## src/rtl/tpu_pkg.sv

```systemverilog
// Shared types and default dimensions for the systolic array and its feeder.
// Latency: n/a (declarations only).
// Backpressure: n/a.
package tpu_pkg;

   typedef enum logic [1:0] {
      IDLE   = 2'd0,
      STREAM = 2'd1,
      FLUSH  = 2'd2
   } feeder_state_t;

   localparam int TPU_WIDTH = 8;
   localparam int TPU_N     = 2;

   // Drain counter must hold 2N-2; never narrower than one bit (N=1 case).
   function automatic int drain_cnt_w(input int n);
      int w;
      w = $clog2(2 * n - 1);
      return (w < 1) ? 1 : w;
   endfunction

endpackage

```

## src/rtl/skew_line.sv

```systemverilog
// Fixed-depth {valid, data} delay line; data is forced to zero when not valid.
// Latency: DEPTH cycles from capture to out_valid/out_data.
// Backpressure: none; stages shift every cycle unconditionally.
module skew_line #(
   parameter int WIDTH = 8,
   parameter int DEPTH = 1
) (
   input  logic             clk,
   input  logic             rst_n,
   input  logic             in_valid,
   input  logic [WIDTH-1:0] in_data,
   output logic             out_valid,
   output logic [WIDTH-1:0] out_data
);

   logic [DEPTH-1:0]            vld_q, vld_d;
   logic [DEPTH-1:0][WIDTH-1:0] dat_q, dat_d;

   // Stage 0 captures the accept flag and (gated) data; later stages just shift.
   always_comb begin
      vld_d    = vld_q;
      dat_d    = dat_q;
      vld_d[0] = in_valid;
      dat_d[0] = in_valid ? in_data : '0;
      for (int s = 1; s < DEPTH; s++) begin
         vld_d[s] = vld_q[s-1];
         dat_d[s] = dat_q[s-1];
      end
   end

   // Delay-line registers.
   always_ff @(posedge clk or negedge rst_n) begin
      if (!rst_n) begin
         vld_q <= '0;
         dat_q <= '0;
      end else begin
         vld_q <= vld_d;
         dat_q <= dat_d;
      end
   end

   assign out_valid = vld_q[DEPTH-1];
   assign out_data  = dat_q[DEPTH-1];

endmodule

```

## src/rtl/systolic_feeder.sv

```systemverilog
// Skews A-column / B-row slices onto the systolic array edges and signals drain completion.
// Latency: lane i presents a slice i+1 cycles after accept; done follows the last accept by 2N-1 cycles.
// Backpressure: in_ready drops from the last-slice accept until the cycle after done.
module systolic_feeder
   import tpu_pkg::*;
#(
   parameter int WIDTH = TPU_WIDTH,
   parameter int N     = TPU_N
) (
   input  logic               clk,
   input  logic               rst_n,
   input  logic               in_valid,
   output logic               in_ready,
   input  logic               in_last,
   input  logic [N*WIDTH-1:0] a_vec,
   input  logic [N*WIDTH-1:0] b_vec,
   output logic [N*WIDTH-1:0] a_edge,
   output logic [N*WIDTH-1:0] b_edge,
   output logic [N-1:0]       a_valid,
   output logic [N-1:0]       b_valid,
   output logic               busy,
   output logic               done
);

   localparam int            CW         = drain_cnt_w(N);
   localparam logic [CW-1:0] DRAIN_LOAD = CW'(2 * N - 2);

   feeder_state_t state_q, state_d;
   logic [CW-1:0] cnt_q, cnt_d;
   logic          done_q, done_d;
   logic          accept;

   // The done cycle still blocks input so a new job cannot overlap the final accumulation.
   assign in_ready = (state_q != FLUSH) && !done_q;
   assign accept   = in_valid && in_ready;
   assign busy     = (state_q != IDLE);
   assign done     = done_q;

   // Next-state, drain countdown and done pulse.
   always_comb begin
      state_d = state_q;
      cnt_d   = cnt_q;
      done_d  = 1'b0;
      unique case (state_q)
         IDLE: begin
            if (accept) begin
               state_d = in_last ? FLUSH : STREAM;
               if (in_last) cnt_d = DRAIN_LOAD;
            end
         end
         STREAM: begin
            if (accept && in_last) begin
               state_d = FLUSH;
               cnt_d   = DRAIN_LOAD;
            end
         end
         FLUSH: begin
            if (cnt_q == '0) begin
               state_d = IDLE;
               done_d  = 1'b1;
            end else begin
               cnt_d = cnt_q - CW'(1);
            end
         end
         default: state_d = IDLE;
      endcase
   end

   // Control registers.
   always_ff @(posedge clk or negedge rst_n) begin
      if (!rst_n) begin
         state_q <= IDLE;
         cnt_q   <= '0;
         done_q  <= 1'b0;
      end else begin
         state_q <= state_d;
         cnt_q   <= cnt_d;
         done_q  <= done_d;
      end
   end

   // One delay line per lane, depth lane+1, so bubbles keep their diagonal alignment.
   for (genvar i = 0; i < N; i++) begin : g_lane
      skew_line #(
         .WIDTH (WIDTH),
         .DEPTH (i + 1)
      ) u_a_skew (
         .clk       (clk),
         .rst_n     (rst_n),
         .in_valid  (accept),
         .in_data   (a_vec[i*WIDTH +: WIDTH]),
         .out_valid (a_valid[i]),
         .out_data  (a_edge[i*WIDTH +: WIDTH])
      );

      skew_line #(
         .WIDTH (WIDTH),
         .DEPTH (i + 1)
      ) u_b_skew (
         .clk       (clk),
         .rst_n     (rst_n),
         .in_valid  (accept),
         .in_data   (b_vec[i*WIDTH +: WIDTH]),
         .out_valid (b_valid[i]),
         .out_data  (b_edge[i*WIDTH +: WIDTH])
      );
   end

endmodule
```

## config.mk

```make
export PLATFORM = sky130hd
export DESIGN_NAME = systolic_feeder
export DESIGN_NICKNAME = d
export VERILOG_FILES = /design/src/rtl/tpu_pkg.sv /design/src/rtl/skew_line.sv /design/src/rtl/systolic_feeder.sv
export SDC_FILE = /design/constraint.sdc
export NUM_CORES = 1
export LEC_CHECK = 0
export BUFFER_PORTS_ARGS = -buffer_cell sky130_fd_sc_hd__buf_2
export CORE_MARGIN = 1.5
export CORE_UTILIZATION = 46
export DETAILED_ROUTE_END_ITERATION = 7
export PLACE_DENSITY = 0.77
export SLEW_MARGIN = 20
export SYNTH_ARGS = -nofsm -noshare
export SYNTH_HDL_FRONTEND = slang
export SYNTH_SLANG_ARGS = --single-unit
export TNS_END_PERCENT = 50
```

## constraint.sdc

```tcl
create_clock -name clk -period 1.7 [get_ports clk]
set_input_delay 0.34 -clock clk [delete_from_list [all_inputs] [get_ports clk]]
set_output_delay 0.34 -clock clk [all_outputs]
set_load 0.02 [all_outputs]
```

==> metrics.txt <==
FF+latch area ~1400 um2; arrival time at the worst endpoint 1.22 ns; RSZ-0062 raised after global routing no; crit path capture busy; die height 65.54 um; cell area after synthesis about 1800 um2; post-cts resize count 0; H-tree levels 2; Final Power 3.551 mW; minimum clock period 1.559 ns; area of the multi-input gates 347.8 um2; Synth-to-Final Area Change 29.69%; R2R Setup Slk 0.30 ns; largest family of logic cells by synthesized area simple AND/OR/NAND/NOR gates; distinct cell type count after synthesis 18; Non-Filler Instances 240; R2R depth 5; Reg-to-Reg Start cnt_q[0]$_DFFE_PN0P_; Placer Congestion 0.7272; outcome finished, final reports clean; Cells after Synth 114; Final TNS setup 0 ns; GR Util met1 between 15 and 20%; vias per cell 4.338; port bufs 74; Final Cycle Share 91.73%; Antenna Cells 0; Post-synth top cells dfrtp_1 (55), and2_1 (20), and2_2 (13), buf_4 (4); CTS hold repair buffers 0; P_leak 1.292 nW; row count 22; final setup fails 0; PwrDens 1522 nW/um2; crit end category output pin; fillers 314; slew margin rel. 81.67%; layout cell share with drive strength beyond 1 between 50% and 60%; Synth warnings 0; WP data required 1.36 ns; clock tree buffer depth 2; FMAX 0.6413 GHz; final hold slack 0.03256 ns; Seq/Total Area, Yosys ~76%; Synth area leaders dfrtp_1 (76%), and2_1 (7.0%), and2_2 (5.4%), buf_6 (1.9%), buf_4 (1.7%); number of max-cap violations 0; Async SR Flop Fraction between 90% and 100%; Post-synth top flop dfrtp_1; mux cell area share after synthesis less than 1%; worst slew pin tran ~0.27 ns; post-synth top area cell dfrtp_1; met2 global-route usage 25.38%; clock root buffer clkbuf_8; Final Skew ~0.0042 ns; Worst R2R End cnt_q[1]$_DFFE_PN0P_; CTS buffer count 5; post-synthesis xor/xnor area fraction 0%; CTS tree yes; CP Class flip-flop to output pin; Final Hold Vio Count 0; Synth Area in Compound Gates between 1.5 and 2%; DRC errors left 0; GRT busiest layer met2; Post-Synth Adder-Cell Area less than 1%; Die Footprint 4295 um2; crit path from state_q[1]$_DFFE_PN0P_; pin count of the biggest net entering global routing 56; grt met3 use 6.849%; final WL between 3000 and 4000 um; Pre-antenna DRT Iters 2; Post-Synth Simple-Gate Area 16.41%; Max Slew Vio Count 0; initial drt markers 82; clock sinks 55; cell total after placement ~230; worst min-delay path class input pin to asynchronous set/reset pin; count leader, synth dfrtp_1; Synth Register Bits 55; Worst-Skew Late Latency 0.30 ns; Crit Path Max Fanout 7; nets 228; crit start category flip-flop; WL per Instance 12.58 um; # IOs 75; Routed Antenna Nets 0; initial core utilization 48.42%; Core Region 3716 um2; vias in the first global route 1,082; clock-pin slew on the worst setup and hold paths 0.09 ns; antenna violations before repair 0; GR Util All Layers roughly 15%; global-route wire length before repair 4754 um; Syn Area/Cell about 16 um2; top cell type's share of synthesized area 76.50%; EDFF count, synth 0; Max VDD drop 0.9128 mV; total gr overflow 0; Setup Buffers After CTS 0; total number of vias 1,041; die width 65.54 um; syn_nets between 150 and 200
==> layer usage <==
metal / routed length (um) / up-vias / part of all wire [%]
met3: 300 / 6 / 9.9
met4: 47 / 0 / 1.6
met5: 0 / - / 0
li1: - / 498 / -
met1: 1166 / 485 / 39
met2: 1504 / 52 / 50
==> cells in the final DEF (no fill, tap or decap), drive strengths merged <==
cell	count
nor2	3
or2	1
clkbuf	6
bufinv	2
nand3b	1
nor3b	1
buf	77
inv	3
or3b	1
o21ai	1
ha	1
mux2	1
a2bb2oi	1
nor2b	1
nand2b	1
and2	33
a21oi	3
dfrtp	55
==> registers in the layout, indices dropped and copies added, names as in the netlist <==
register,count
done,1
g_lane.u_b_skew.out_data,16
state_q,2
g_lane.u_a_skew.vld_q,1
g_lane.u_b_skew.dat_d,8
g_lane.u_b_skew.vld_q,1
g_lane.u_a_skew.dat_d,8
g_lane.u_a_skew.out_data,16
cnt_q,2
==> through the flow <==
step / util (%) / area, um2 / worst slack, ns
final: 62.79 / 2333 / 0.1407
after global routing: 62.79 / 2333 / 0.1005
after CTS: 62.79 / 2333 / 0.1244
after detailed placement: 59.23 / 2201 / 0.3048
after global placement: 59.23 / 2201 / 0.4348
after floorplan: - / 1799 / 0.4574
==> kinds of logic after synthesis <==
logic type               count (synthesis)
adder cells (fa/ha/maj)                  1
multiplexers                             1
flip-flops                              55
AND/OR/NAND/NOR                         42
buffers and inverters                   10
AO/OA/AOI/OAI                            5
==> layout make-up <==
| class | count | area share [%] |
|---|---|---|
| flip-flops and latches | 55 | 58.98 |
| repair buffers | 77 | 17.37 |
| multi-input cells | 49 | 14.91 |
| clock buffers | 6 | 3.110 |
| clock inverters | 2 | 2.574 |
| well taps | 48 | 2.574 |
| inverters | 3 | 0.4826 |
==> how the worst min path moves through the flow <==
stage	startpoint	depth (start not counted)	slack, ns	endpoint
after floorplan	rst_n	0	0.04	cnt_q[0]$_DFFE_PN0P_
after global routing	rst_n	2	0.03	g_lane[1].u_a_skew.out_data[5]$_DFF_PN0_
after detailed placement	g_lane[1].u_b_skew.dat_d[15]$_DFF_PN0_	0	0.33	g_lane[1].u_b_skew.out_data[7]$_DFF_PN0_
final	rst_n	2	0.03	g_lane[1].u_b_skew.out_data[0]$_DFF_PN0_
after CTS	rst_n	2	0.03	g_lane[1].u_a_skew.out_data[2]$_DFF_PN0_
after global placement	g_lane[1].u_b_skew.dat_d[11]$_DFF_PN0_	0	0.33	g_lane[1].u_b_skew.out_data[3]$_DFF_PN0_
==> where the power goes <==
part           switching (mW)  internal, mW
combinational           0.528         0.375
clock                   0.385         0.588
sequential              0.116          1.56
total                    1.03          2.52
==> critical path, stage by stage (launching register included) <==
cell and delay [ns]:
dfrtp_1 0.45, or2_2 0.32, buf_2 0.16
Note: power is estimated with default switching activity, not from simulation.
